## config.mk

```make
export PLATFORM = sky130hd
export DESIGN_NAME = ahb_arbiter_flat
export DESIGN_NICKNAME = d
export VERILOG_FILES = /design/src/rtl/ahb_arbiter_if.sv /design/src/rtl/ahb_arbiter.sv /design/src/flat_wrapper.sv
export SDC_FILE = /design/constraint.sdc
export NUM_CORES = 1
export LEC_CHECK = 0
export BUFFER_PORTS_ARGS = -buffer_cell sky130_fd_sc_hd__buf_2
export CAP_MARGIN = 0
export CORE_UTILIZATION = 61
export DETAILED_ROUTE_END_ITERATION = 16
export PLACE_DENSITY = 0.84
export SKIP_CTS_REPAIR_TIMING = 1
export SYNTH_ARGS = -nofsm -noshare
export SYNTH_HDL_FRONTEND = slang
export SYNTH_SLANG_ARGS = --single-unit
```

## constraint.sdc

```tcl
create_clock -name HCLK -period 8.9 [get_ports HCLK]
set_clock_uncertainty 0.05 [all_clocks]
set_input_delay 0.445 -clock HCLK [delete_from_list [all_inputs] [get_ports HCLK]]
set_output_delay 0.445 -clock HCLK [all_outputs]
set_load 0.02 [all_outputs]
```

## src/rtl/ahb_arbiter_if.sv

```systemverilog
// AHB arbitration bundle: per-master request/lock in, one-hot grant and
// address-phase owner out, plus the muxed HTRANS/HREADY the arbiter watches.
interface ahb_arbiter_if #(
    parameter int NUM_MASTERS = 4,
    parameter int MW          = $clog2(NUM_MASTERS)
);
    logic [NUM_MASTERS-1:0] HBUSREQ;
    logic [NUM_MASTERS-1:0] HLOCK;
    logic [1:0]             HTRANS;
    logic                   HREADY;
    logic [NUM_MASTERS-1:0] HGRANT;
    logic [MW-1:0]          HMASTER;
    logic                   HMASTLOCK;

    // Arbiter side
    modport slave (
        input  HBUSREQ, HLOCK, HTRANS, HREADY,
        output HGRANT, HMASTER, HMASTLOCK
    );

    // Requester / bus-fabric side
    modport master (
        output HBUSREQ, HLOCK, HTRANS, HREADY,
        input  HGRANT, HMASTER, HMASTLOCK
    );
endinterface

```

## src/rtl/ahb_arbiter.sv

```systemverilog
// Round-robin AHB arbiter with locked transfers, bounded hold per owner and
// parking on DEFAULT_MASTER. All decisions are taken only on HREADY=1 cycles.
module ahb_arbiter #(
    parameter int NUM_MASTERS    = 4,
    parameter int DEFAULT_MASTER = 0,
    parameter int MAX_HOLD       = 16,
    parameter int MW             = $clog2(NUM_MASTERS)
) (
    input  logic         HCLK,
    input  logic         HRESETn,
    ahb_arbiter_if.slave bus
);
    typedef enum logic [1:0] {PARK, OWNED, LOCKED} state_t;

    localparam logic [MW-1:0] DEF_IDX  = MW'(DEFAULT_MASTER);
    localparam logic [7:0]    HOLD_MAX = 8'(MAX_HOLD);

    state_t                 state, state_nxt;
    logic [MW-1:0]          own_idx;     // index of the currently granted master
    logic [MW-1:0]          win_idx;
    logic [MW-1:0]          rr_idx;
    logic [MW-1:0]          jm;
    logic [7:0]             hold_cnt;
    logic [NUM_MASTERS-1:0] own_mask;
    logic                   own_req, own_lock, any_req, others_req, rearb, found;
    int                     j;

    // Next owner: lock keeps the owner, no requests parks, otherwise the
    // round-robin search from owner+1 runs whenever a handover is due.
    always_comb begin
        own_mask   = NUM_MASTERS'(1) << own_idx;
        own_req    = bus.HBUSREQ[own_idx];
        own_lock   = bus.HLOCK[own_idx];
        any_req    = |bus.HBUSREQ;
        others_req = |(bus.HBUSREQ & ~own_mask);
        rearb      = (state == PARK) || !own_req ||
                     ((bus.HTRANS == 2'b00) && others_req) ||
                     ((hold_cnt == HOLD_MAX) && others_req);

        // Search ends at the owner itself, so a lone requesting owner keeps it.
        rr_idx = DEF_IDX;
        found  = 1'b0;
        j      = 0;
        jm     = '0;
        for (int k = 1; k <= NUM_MASTERS; k++) begin
            j  = (int'(own_idx) + k) % NUM_MASTERS;
            jm = MW'(j);
            if (!found && bus.HBUSREQ[jm]) begin
                rr_idx = jm;
                found  = 1'b1;
            end
        end

        if (own_req && own_lock) begin
            win_idx   = own_idx;
            state_nxt = LOCKED;
        end else if (!any_req) begin
            win_idx   = DEF_IDX;
            state_nxt = PARK;
        end else if (rearb) begin
            win_idx   = rr_idx;
            state_nxt = OWNED;
        end else begin
            win_idx   = own_idx;
            state_nxt = OWNED;
        end
    end

    // Arbitration FSM with registered grant/owner outputs, frozen while HREADY=0.
    always_ff @(posedge HCLK or negedge HRESETn) begin
        if (!HRESETn) begin
            state         <= PARK;
            own_idx       <= DEF_IDX;
            bus.HGRANT    <= NUM_MASTERS'(1) << DEF_IDX;
            bus.HMASTER   <= DEF_IDX;
            bus.HMASTLOCK <= 1'b0;
            hold_cnt      <= '0;
        end else if (bus.HREADY) begin
            state         <= state_nxt;
            // Address phase moves to whoever held the grant during this transfer.
            bus.HMASTER   <= own_idx;
            bus.HMASTLOCK <= own_lock;
            own_idx       <= win_idx;
            bus.HGRANT    <= NUM_MASTERS'(1) << win_idx;
            if (win_idx != own_idx)
                hold_cnt <= '0;
            else if (bus.HTRANS[1] && hold_cnt != HOLD_MAX)
                hold_cnt <= hold_cnt + 8'd1;
        end
    end
endmodule

```

## src/flat_wrapper.sv

```systemverilog
// flat-port wrapper written by rule: the top's interface ports become plain ports
module ahb_arbiter_flat 
#(
    parameter int NUM_MASTERS    = 4,
    parameter int DEFAULT_MASTER = 0,
    parameter int MAX_HOLD       = 16,
    parameter int MW             = $clog2(NUM_MASTERS)
)
  (HCLK, HRESETn, bus_HBUSREQ, bus_HLOCK, bus_HTRANS, bus_HREADY, bus_HGRANT, bus_HMASTER, bus_HMASTLOCK);
  ahb_arbiter_if #(.NUM_MASTERS(NUM_MASTERS), .MW(MW)) bus_i ();
  input  logic HCLK;
  input  logic HRESETn;
  input wire logic [$bits(bus_i.HBUSREQ)-1:0] bus_HBUSREQ;
  input wire logic [$bits(bus_i.HLOCK)-1:0] bus_HLOCK;
  input wire logic [$bits(bus_i.HTRANS)-1:0] bus_HTRANS;
  input wire logic [$bits(bus_i.HREADY)-1:0] bus_HREADY;
  output wire logic [$bits(bus_i.HGRANT)-1:0] bus_HGRANT;
  output wire logic [$bits(bus_i.HMASTER)-1:0] bus_HMASTER;
  output wire logic [$bits(bus_i.HMASTLOCK)-1:0] bus_HMASTLOCK;
  assign bus_i.HBUSREQ = bus_HBUSREQ;
  assign bus_i.HLOCK = bus_HLOCK;
  assign bus_i.HTRANS = bus_HTRANS;
  assign bus_i.HREADY = bus_HREADY;
  assign bus_HGRANT = bus_i.HGRANT;
  assign bus_HMASTER = bus_i.HMASTER;
  assign bus_HMASTLOCK = bus_i.HMASTLOCK;
  ahb_arbiter #(.NUM_MASTERS(NUM_MASTERS), .DEFAULT_MASTER(DEFAULT_MASTER), .MAX_HOLD(MAX_HOLD), .MW(MW)) u_core (.HCLK(HCLK), .HRESETn(HRESETn), .bus(bus_i));
endmodule
```

==> results of run 1 <==
==> path summary, 6_finish.rpt <==
check                      slack, ps  cells after the start                  from                     to
setup / recovery                5320                      7     u_core.own_idx[0]      u_core.own_idx[1]
hold / removal                   0.4                      1               HRESETn  u_core.bus.HMASTER[0]
setup reg to reg                5320                      7     u_core.own_idx[0]      u_core.own_idx[1]
hold reg to reg                  440                      2  u_core.bus.HGRANT[1]   u_core.bus.HGRANT[1]
max in group asynchronous       8470                      1               HRESETn   u_core.bus.HGRANT[0]
min in group HCLK                440                      2  u_core.bus.HGRANT[1]   u_core.bus.HGRANT[1]
==> critical path: stages (launching register included) <==
cell and delay, ps:
sky130_fd_sc_hd__dfrtp_1 840, sky130_fd_sc_hd__inv_1 200, sky130_fd_sc_hd__ha_1 490, sky130_fd_sc_hd__mux4_2 550, sky130_fd_sc_hd__or4b_4 520, sky130_fd_sc_hd__and4_1 190
sky130_fd_sc_hd__a311o_1 340, sky130_fd_sc_hd__mux2_2 290
==> state kept, by name (all words and copies together), names as in the netlist <==
register              count
u_core.hold_cnt           8
u_core.own_idx            2
u_core.state              2
u_core.bus.HMASTLOCK      1
u_core.bus.HGRANT         4
u_core.bus.HMASTER        2
==> power by group <==
| group | switching [mW] | internal [mW] |
|---|---|---|
| Sequential | 0.0433 | 0.117 |
| Clock | 0.0266 | 0.0168 |
| Combinational | 0.151 | 0.128 |
| Total | 0.221 | 0.262 |
==> cell usage in the layout (no fill, tap or decap), types with 2 or more instances in the layout <==
master,count
sky130_fd_sc_hd__nand2b_1,3
sky130_fd_sc_hd__mux4_2,5
sky130_fd_sc_hd__nor2b_1,8
sky130_fd_sc_hd__clkbuf_4,3
sky130_fd_sc_hd__o221ai_1,2
sky130_fd_sc_hd__nor3_1,4
sky130_fd_sc_hd__o2111ai_1,3
sky130_fd_sc_hd__a31o_2,2
sky130_fd_sc_hd__o211ai_1,3
sky130_fd_sc_hd__xor2_1,3
sky130_fd_sc_hd__o31ai_1,2
sky130_fd_sc_hd__mux2i_1,2
sky130_fd_sc_hd__a31oi_1,2
sky130_fd_sc_hd__a21oi_1,8
sky130_fd_sc_hd__a21boi_0,2
sky130_fd_sc_hd__xnor2_1,2
sky130_fd_sc_hd__buf_2,19
sky130_fd_sc_hd__nand2_1,11
sky130_fd_sc_hd__ha_1,6
sky130_fd_sc_hd__nor2_1,7
sky130_fd_sc_hd__nand3_1,2
sky130_fd_sc_hd__nand4_1,4
sky130_fd_sc_hd__dfrtp_1,18
sky130_fd_sc_hd__inv_1,6
sky130_fd_sc_hd__and2_1,2
sky130_fd_sc_hd__o21ai_0,2
sky130_fd_sc_hd__mux2_2,8
==> cell type report <==
cell class              instances  area [um^2]
multi-input cells             108          860
fillers                       153          547
flip-flops and latches         19          477
repair buffers                 19         95.1
well taps                      27         33.8
clock buffers                   3         22.5
inverters                       6         22.5
clock inverters                 1         5.00
==> routing by layer <==
metal  vias up  share of wire, %  GRT usage [%]
met5         -                 0              0
met3         2               4.0           4.63
met2        26                49           45.9
met1       555                46           36.0
met4         0              0.35           5.71
li1        568                 -              -
==> kinds of logic after synthesis <==
kind of cell               share of synthesized area [%]
muxes                                               16.0
and+or+nand+nor                                     17.9
xor gates and xnor gates                            3.14
DFF                                                 34.1
AOI/OAI and AO/OA                                   19.2
buffers and inverters                               4.30
adders and majority gates                           5.38
==> per-stage QoR <==
stage | cells | hold WS (ps) | total power, mW | util, %
floorplan | 141 | 99.4 | 0.379 | -
global placement | 179 | 347 | 0.425 | 72.1
detailed placement | 179 | 344 | 0.439 | 72.1
CTS | 183 | 5.01 | 0.484 | 73.5
global route | 183 | 37.5 | 0.527 | 73.5
finish | 183 | 0.439 | 0.483 | 73.5
==> results.txt, run 1 <==
The flow ran to the end, and the final reports show no timing, DRC or antenna violations. The site row count was 16; the mapped cell area was 1400 um^2. The analysis attributes to cell leakage a power of 0.649 nW. The flop and latch count out of synthesis works out to 19. The finished cells cover 1520 um^2. The wire length of the first global-routing pass was 5040 um; the maximum clock insertion buffer count was 2. The post-route fraction of the period consumed by the critical path works out to 40.2%. The floorplan step defined a die boundary enclosing 2480 um^2.

Across all setup checks in the final design, the least slack found is 5320 ps. For the max-cap violation count, the log shows 0. Number of endpoints with negative hold slack in the final report: 0. The total detailed-routing wirelength is 2880 um, and the post-synthesis cell type count is 44. The core outline area was 2060 um^2; the number of flops mapped to enable cells by yosys was 0.

Dividing the detail-routed wire length by the instance count gives 15.7 um. STA puts the critical path data required time at 9050 ps. TritonCTS created 3 clock buffers.

The biggest area contributor in the post-synthesis netlist is sky130_fd_sc_hd__dfrtp_1. Share of cells above drive strength 1: 26.3%. Measured against its own limit, the worst slew margin works out to 50.4%.

The cell sitting at the root of the clock tree is a sky130_fd_sc_hd__clkbuf_4. The dominant synthesized flop cell is sky130_fd_sc_hd__dfrtp_1. Entering global routing, the biggest net connects 22 pins. For the sequential cell area fraction in the yosys report, the log shows 34.1%. The worst-margin pin slew is 745 ps. For this run, the top clock speed supported by timing is 279 MHz. STA classifies the critical path startpoint as a flip-flop. The first TritonRoute pass finished after 4 iterations. The portion of synthesized cell area occupied by the leading cell type was 32.3%. In this run the horizontal extent of the chip is 49.8 um. For this run the aggregate overflow at the end of global routing stands at 0.

Data arrives at the worst endpoint at 3730 ps. A synthesized cell averages 9.90 um^2. The later pin in the worst-skew pair is clocked with a latency of 300 ps. For this block, the initial DRC count from the detailed router was 23. In this run the tool buffered the top-level ports with 19 buffer cells. Setup repair after global routing left no endpoint under its margin. The signed area change from the synthesized netlist to the final layout came out at 8.51%. The final antenna diode count was 0. The HPWL after detailed placement came out at 2090 um. Dividing the detail-routed via count by the number of cells gives 6.29. Of all nets on the critical path, the largest fanout is 21.

The share of synthesized flip-flops with an asynchronous set or reset was 100%; the initial antenna violation count was 0. For the number of H-tree branching levels, the log shows 1. In this run the power density over the cells is 319 nW/um^2. The top-level I/O count came out at 20. The routed layout has 1151 vias.

Synthesis produced a netlist with a net count of 160. TritonCTS built the clock tree. The number of clock sinks is 19. Once detail routing completed, the nets flagged for antenna violations numbered 0. The tools report the total routing usage reported by global routing as 27.0%. The effective utilization at floorplan is 67.7%, and the sum of negative setup slack is 0 ps. The most common cell in the synthesized netlist is sky130_fd_sc_hd__dfrtp_1. Maximum vdd ir drop: 213 uV.

The number of global-route vias before repair is 1121. The register clock-pin slew on the reported worst setup and hold paths was 110 ps. The vertical die dimension is 49.8 um. The commonest cells after synthesis are sky130_fd_sc_hd__dfrtp_1, sky130_fd_sc_hd__nand2_1, sky130_fd_sc_hd__a21oi_1, sky130_fd_sc_hd__mux2_2, sky130_fd_sc_hd__nor2b_1. The run gives 0 as the number of slew-limit violations in the final report. The placed instances occupy a cell area of 1490 um^2. STA classifies the critical path endpoint as a flip-flop. Setup violations remaining at the end of the flow were counted as 0.

The worst path in the final design needs a cycle of 3580 ps, including I/O delays and setup. The congestion estimate from routability-driven global placement came to 0.876. After the last flow step, the layout net total stands at 176.

After synthesis, the cell types taking the most area are sky130_fd_sc_hd__dfrtp_1, sky130_fd_sc_hd__mux4_2, sky130_fd_sc_hd__mux2_2, sky130_fd_sc_hd__ha_1, sky130_fd_sc_hd__nor2b_1. Path class of the lowest-slack min-delay path: in -> async. The critical path is of the reg -> reg type.

The cell count after synthesis came out at 141. OpenSTA, run right after detailed placement, puts the worst setup slack at 5360 ps. In the routed design, unresolved DRC markers number 0.

The number of synthesis warnings came out at 0.
(Power assumes the default switching activity.)
==> run 2, diff against run 1 <==
- CORE_UTILIZATION: 61 -> 56
- PLACE_DENSITY: 0.84 -> 0.78
- clock period: 8.9 -> 3.6 ns (I/O delays scaled with it)
==> run 2 against run 1 <==
Against the previous run:
- sequential power grew 110%
- critical path type unchanged
- highest routed layer unchanged
- design area grew 1.7%
- global-route usage shrank 2.3 points
- worst hold slack gained 240 ps
- core utilization shrank 5.8 points
- register-to-register slack lost 4700 ps
- final cell count grew 2.2%
- critical endpoint unchanged
- flip-flop and latch count is the same
- non-clock buffer count grew 3
==> results.txt, run 2 (same netlist as run 1, synthesis figures left out) <==
Final standard cell count with taps included and fillers excluded: 187 (was 183). The leakage power figure is 0.662 nW (was 0.649 nW), and the post-route fraction of the period consumed by the critical path is 82.1% (was 40.2%). Die outline area: 2700 um^2 (was 2480 um^2). The number of endpoints with negative hold slack in the final report came out at 0 (unchanged). The run gives 2280 um^2 (was 2060 um^2) as the core outline area.

Most frequent cells in the layout: sky130_fd_sc_hd__buf_2, sky130_fd_sc_hd__dfrtp_1, sky130_fd_sc_hd__nand2_1 (unchanged). Root buffer cell: sky130_fd_sc_hd__clkbuf_4 (unchanged). Endpoint kind of the worst setup timing path: a flip-flop (unchanged). The per-cell routed wire length came out at 15.9 um (was 15.7 um).

Leading registers by flop count: u_core.hold_cnt (8), u_core.bus.HGRANT (4) (unchanged). Site row count: 17 (was 16). The maximum clock insertion buffer count was 2 (unchanged).

For the sum of negative setup slack, the log shows 0 ps (unchanged). The tools report the placed cell count as 182 (was 179). The via-per-instance ratio was 6.25 (was 6.29). The buffer and inverter count on the worst path is 1 (unchanged). The register clock-pin slew on the reported worst setup and hold paths came out at 110 ps (about the same). The cell class contributing the biggest share of worst-path delay was multiplexers (unchanged). Effective utilization at floorplan: 61.4% (was 67.7%). The number of fill cells came out at 197 (was 153). Chain of cells forming the critical path: inv_1, ha_1, mux4_2, or4b_4, and4_1, a311o_1, mux2_2 (unchanged). The number of failing setup endpoints in the final timing report came out at 0 (unchanged). The vias after detailed routing was 1169 (was 1151). The cell area power density works out to 789 nW/um^2 (was 319 nW/um^2). The violation count after the first detailed-route iteration came out at 34 (was 23).

The register with the most flip-flops is u_core.hold_cnt (unchanged). The tools report the relative slew slack as 67.5% (was 50.4%). The master of the slowest instance on the critical path was sky130_fd_sc_hd__mux4_2 (was sky130_fd_sc_hd__dfrtp_1). The number of port buffers was 19 (unchanged). The tools report the maximum vdd ir drop as 512 uV (was 213 uV). The number of clock sinks came out at 19 (unchanged). TritonCTS built the clock tree. The top-level I/O count was 20 (unchanged). The path class of the lowest-slack min-delay path was in -> reg (was in -> async). The highest clock frequency the design can meet was 338 MHz (was 279 MHz). The logs give 4 (unchanged) for the number of iterations in the first detailed-routing pass and 640 ps (was 5320 ps) for the setup slack of the worst register-to-register path.

The logs give 0 (unchanged) for the number of slew-limit violations in the final report and 1074 (was 1121) for the number of global-route vias before repair. The commonest non-fill, non-tap cell in the layout is sky130_fd_sc_hd__buf_2 (unchanged). Setup repair after global routing left no endpoint under its margin. The logs give 0.884 (was 0.876) for the final RePlAce weighted congestion and 300 ps (about the same) for the insertion delay of the later-clocked pin in the worst-skew pair. For the total grt overflow, the log shows 0 (unchanged). The vertical die dimension is 51.9 um (was 49.8 um). The number of nets with antenna violations after detailed routing was 0 (unchanged). For the total detailed-routing wirelength, the log shows 2970 um (was 2880 um).

The run gives 3 (unchanged) as the number of buffers created by CTS. The maximum number of pins on one net before global-route repair is 21 (was 22), and the max-cap violation count is 0 (unchanged). The shortest period the worst path allows was 2960 ps (was 3580 ps). Number of remaining DRC errors: 0 (unchanged). The final antenna diode count came out at 0 (unchanged). The signed area change from the synthesized netlist to the final layout works out to 10.4% (was 8.51%). Largest driver fanout on the critical path: 9 (was 21). The chip width is 51.9 um (was 49.8 um). The critical path class was reg -> reg (unchanged). The HPWL after detailed placement is 2180 um (was 2090 um), and the required time at the endpoint of the critical path is 3750 ps (was 9050 ps). The worst-margin pin slew works out to 475 ps (was 745 ps). Share of cells above drive strength 1: 27.0% (was 26.3%). The startpoint type of the worst setup path was a flip-flop (unchanged). Worst path arrival time: 3110 ps (was 3730 ps).

The flow ran to the end, and the final reports show no timing, DRC or antenna violations. Total routing usage reported by global routing: 24.7% (was 27.0%). The number of flip-flops in the largest register works out to 8 (unchanged). The highest cell delay on the worst timing path came out at 560 ps (was 840 ps). The wire length of the first global-routing pass was 4840 um (was 5040 um). The run gives 0 (unchanged) as the initial antenna violation count. The number of H-tree branching levels is 1 (unchanged), and the post-layout net count is 179 (was 176).
[run 2: cell count changes in the layout (fill, tap and decap cells not counted)]
cell | before | now
sky130_fd_sc_hd__buf_4 | 0 | 2
sky130_fd_sc_hd__dlygate4sd3_1 | 0 | 1
[run 2: path summary, 6_finish.rpt]
| kind | depth (start not counted) | startpoint | to |
|---|---|---|---|
| max reg2reg | 7 | u_core.own_idx[1] | u_core.own_idx[1] |
| min reg2reg | 2 | u_core.bus.HGRANT[1] | u_core.bus.HGRANT[1] |
| min in group asynchronous | 2 | HRESETn | u_core.bus.HGRANT[1] |
| max in group asynchronous | 2 | HRESETn | u_core.bus.HGRANT[0] |
| max | 7 | u_core.own_idx[1] | u_core.own_idx[1] |
| min | 4 | bus_HTRANS[1] | u_core.hold_cnt[3] |
[run 2: worst register-to-register path: cells and delay by family, from the launching register on]
family	cells	cell delay, ps
mux	2	860
buf+inv	1	90
compound gates	1	340
flops	1	360
fa+ha+maj	1	450
simple gates	2	710
[run 2: report_power, final]
| group | internal, mW | leakage [nW] | total [mW] | switching (mW) |
|---|---|---|---|---|
| clock | 0.0415 | 0.0177 | 0.112 | 0.0704 |
| combinational | 0.329 | 0.403 | 0.762 | 0.433 |
| sequential | 0.290 | 0.241 | 0.343 | 0.0528 |
| total | 0.661 | 0.662 | 1.22 | 0.556 |
[run 2: final cells by class]
type                    count  area [um^2]  area share (%)
multi-input cells         108          860            55.8
flip-flops and latches     19          477            30.9
repair buffers             22          120            7.79
well taps                  28         35.0            2.27
clock buffers               3         22.5            1.46
inverters                   6         22.5            1.46
clock inverters             1         5.00           0.325
[run 2: metal layers]
metal | part of all wire (%) | track usage [%] | vias to the layer above
met5 | 0 | 0 | -
met4 | 0.91 | 4.05 | 0
met3 | 3.7 | 6.14 | 7
met2 | 51 | 42.3 | 30
met1 | 44 | 31.6 | 562
li1 | - | - | 570
[run 2: through the flow]
| step | power, mW | util [%] | cell area [um^2] | setup WS [ps] | hold slack [ps] |
|---|---|---|---|---|---|
| floorplan | 0.937 | - | 1400 | 200 | -166 |
| global placement | 1.08 | 66.1 | 1500 | 743 | 85.0 |
| detailed placement | 1.10 | 66.1 | 1500 | 663 | 87.1 |
| CTS | 1.22 | 67.3 | 1530 | 647 | -250 |
| global route | 1.31 | 67.7 | 1540 | 521 | 255 |
| finish | 1.22 | 67.7 | 1540 | 645 | 243 |
==> run 3, diff against run 2 <==
- CORE_ASPECT_RATIO: not set -> 2
- CORE_UTILIZATION: 56 -> 51
- PLACE_DENSITY: 0.78 -> 0.75
- clock period: 3.6 -> 2.5 ns (I/O delays scaled with it)
==> run 3 against run 2 <==
Against the previous run:
- the run now ends with setup timing left
- final cell count grew 11%
- die area is 9.9% higher
- critical path type unchanged
- combinational power up 110%
- count of clock-buffer cells in the layout grew 1
- first-iteration DRC count rose by 26%
- largest power group unchanged
- clock power grew 86%
- register-to-register slack lost 910 ps
- non-clock buffer count increased by 20
- total power grew 92%
- flip-flop and latch count did not move
- core utilization up 2.4 points
- critical endpoint unchanged
- maximum frequency grew 6.9%
==> results.txt, run 3 (same netlist as run 1, synthesis figures left out) <==
The fraction of power consumed by combinational cells came out at 70.0% (was 62.6%). Number of endpoints with negative hold slack in the final report: 0 (unchanged). Worst-margin pin slew: 464 ps (was 475 ps). The signed area change from the synthesized netlist to the final layout is 29.0% (was 10.4%). For the highest clock frequency the design can meet, the log shows 362 MHz (was 338 MHz). The register with the most flip-flops is u_core.hold_cnt (unchanged). The largest driver fanout on the critical path was 5 (was 9). The register clock-pin slew on the reported worst setup and hold paths was 70 ps (was 110 ps).

The via-per-instance ratio came out at 6.39 (was 6.25). The run gives 19 (unchanged) as the number of clock sinks. The tools report the number of iterations in the first detailed-routing pass as 4 (unchanged). The final antenna diode count was 0 (unchanged); the post-route fraction of the period consumed by the critical path was 111% (was 82.1%).

The root buffer cell was sky130_fd_sc_hd__clkbuf_8 (was sky130_fd_sc_hd__clkbuf_4). The register share of total power was 21.1% (was 28.2%); the share of the core filled with cells in the final layout was 70.1% (was 67.7%). The final standard cell count with taps included and fillers excluded was 207 (was 187).

The wire length on met3 was 77 um (was 111 um); the wire length of the first global-routing pass was 5440 um (was 4840 um). The number of port buffers is 19 (unchanged), and the share of cells above drive strength 1 is 39.7% (was 27.0%). The tools report the detailed-routed wire length on met2 as 2160 um (was 1520 um). The logs give 0.802 (was 0.884) for the final RePlAce weighted congestion and 0 (unchanged) for the initial antenna violation count.

The maximum number of pins on one net before global-route repair was 21 (unchanged); the insertion delay of the later-clocked pin in the worst-skew pair was 250 ps (was 300 ps). The run finished, with violations left. The endpoint kind of the worst setup timing path was a flip-flop (unchanged).

The vertical die dimension was 76 um (was 51.9 um); the leakage power figure was 0.777 nW (was 0.662 nW). Fraction of power spent switching nets: 43.2% (was 45.7%). The die outline area was 2960 um^2 (was 2700 um^2); the number of nets with antenna violations after detailed routing was 0 (unchanged). For the met1 wire length, the log shows 1440 um (was 1310 um). Effective utilization at floorplan: 54.3% (was 61.4%). The number of flip-flops in the largest register was 8 (unchanged). For the top-level I/O count, the log shows 20 (unchanged). Number of remaining DRC errors: 0 (unchanged).

The total internal power was 1.33 mW (was 661 uW); the number of global-route vias before repair was 1298 (was 1074). The uppermost metal layer occupied by signal nets was met4 (unchanged). The critical path class was reg -> reg (unchanged). The run gives 26 (was 17) as the site row count. The maximum vdd ir drop came out at 619 uV (was 512 uV). For the relative slew slack, the log shows 69.0% (was 67.5%). The power share of the clock group was 8.9% (was 9.2%); the maximum clock insertion buffer count was 2 (unchanged). The number of slew-limit violations in the final report is 0 (unchanged), and the required time at the endpoint of the critical path is 2590 ps (was 3750 ps). The violation count after the first detailed-route iteration came out at 43 (was 34).

Chain of cells forming the critical path: inv_4, ha_4, mux4_2, or4b_4, and4_1, a311o_1, mux2_4 (was inv_1, ha_1, mux4_2, or4b_4, and4_1, a311o_1, mux2_2). The number of H-tree branching levels came out at 1 (unchanged). The HPWL after detailed placement came out at 2710 um (was 2180 um).

TritonCTS built the clock tree. The tools report the number of buffers created by CTS as 3 (unchanged). Worst path arrival time: 2850 ps (was 3110 ps). Setup repair after global routing could not meet its margin everywhere. The core outline area came out at 2570 um^2 (was 2280 um^2). The master of the slowest instance on the critical path was sky130_fd_sc_hd__mux4_2 (unchanged). The total detailed-routing wirelength is 3770 um (was 2970 um), and the chip width is 39 um (was 51.9 um). The post-layout worst setup margin is -264 ps (was 645 ps). The per-cell routed wire length works out to 18.2 um (was 15.9 um). Highest cell delay on the worst timing path: 520 ps (was 560 ps).

The path class of the lowest-slack min-delay path is in -> async (was in -> reg). The shortest period the worst path allows came out at 2760 ps (was 2960 ps). The number of fill cells was 195 (was 197); the total grt overflow was 0 (unchanged). Most frequent cells in the layout: sky130_fd_sc_hd__buf_2, sky130_fd_sc_hd__buf_4, sky130_fd_sc_hd__dfrtp_1, sky130_fd_sc_hd__nand2_1, sky130_fd_sc_hd__nor2b_1 (was sky130_fd_sc_hd__buf_2, sky130_fd_sc_hd__dfrtp_1, sky130_fd_sc_hd__nand2_1).

Post-layout net count: 199 (was 179). Total routing usage reported by global routing: 25.2% (was 24.7%). The tools report the startpoint type of the worst setup path as a flip-flop (unchanged). The logs give 13 (was 0) for the number of failing setup endpoints in the final timing report and 0 (unchanged) for the max-cap violation count.

For the placed cell count, the log shows 196 (was 182). The cell area power density came out at 1300 nW/um^2 (was 789 nW/um^2). The checks that failed: setup timing. The switching power was 1.01 mW (was 556 uW). The vias after detailed routing is 1322 (was 1169).

Leading registers by flop count: u_core.hold_cnt (8), u_core.bus.HGRANT (4) (unchanged).
## run 3: cell types whose count changed in the layout (fill, tap and decap cells not counted), moves of 2 or more
cell	before	now
sky130_fd_sc_hd__a31oi_4	0	2
sky130_fd_sc_hd__clkbuf_8	0	3
sky130_fd_sc_hd__buf_4	2	20
sky130_fd_sc_hd__a31oi_1	2	0
sky130_fd_sc_hd__clkbuf_4	3	0
## run 3: final timing paths
check                                  endpoint                  from  slack, ps  cells past startpoint
max                           u_core.own_idx[1]     u_core.own_idx[0]       -260                      7
min                          u_core.hold_cnt[7]               HRESETn        280                      2
max reg2reg                   u_core.own_idx[1]     u_core.own_idx[0]       -260                      7
min reg2reg                u_core.bus.HGRANT[1]  u_core.bus.HGRANT[1]        450                      2
max in group asynchronous  u_core.bus.HGRANT[0]               HRESETn       1790                      2
min in group HCLK             u_core.own_idx[0]            bus_HREADY        280                      2
## run 3: power groups by stage
stage / clock, mW / sequential [mW] / combinational [mW]
CTS: 0.210 / 0.487 / 1.36
finish: 0.208 / 0.493 / 1.63
global placement: 0 / 0.483 / 1.30
global route: 0.225 / 0.508 / 1.75
floorplan: 0 / 0.552 / 0.868
detailed placement: 0 / 0.491 / 1.36
## run 3: cell type report
cell class,instances,area [um^2],area share (%)
multi-input cells,108,948,52.6
well taps,28,35.0,1.94
clock buffers,4,45.0,2.50
inverters,6,25.0,1.39
flip-flops and latches,19,477,26.5
repair buffers,42,272,15.1
## run 3: per-layer routing
metal | up-vias | GRT usage (%)
li1 | 609 | -
met1 | 668 | 25.3
met2 | 33 | 46.0
met3 | 12 | 2.04
met4 | 0 | 13.1
met5 | - | 0
## run 3: critical path, delay by kind of cell (launching register included)
kind | cells | cell delay [ps]
AOI/OAI and AO/OA | 1 | 340
adders and majority gates | 1 | 270
buffers and inverters | 1 | 60
DFF | 1 | 420
muxes | 2 | 800
and+or+nand+nor | 2 | 710
## run 3: stage by stage
| stage | setup TNS, ps | worst slack [ps] | hold slack [ps] | area, um^2 | power [mW] |
|---|---|---|---|---|---|
| after global placement | -1610 | -159 | 27.8 | 1620 | 1.78 |
| after global routing | -3190 | -322 | 303 | 1800 | 2.48 |
| final | -2220 | -264 | 278 | 1800 | 2.33 |
| after detailed placement | -2900 | -262 | 28.4 | 1620 | 1.85 |
| after CTS | -3200 | -289 | -245 | 1670 | 2.06 |
| after floorplan | -5100 | -507 | -221 | 1430 | 1.42 |
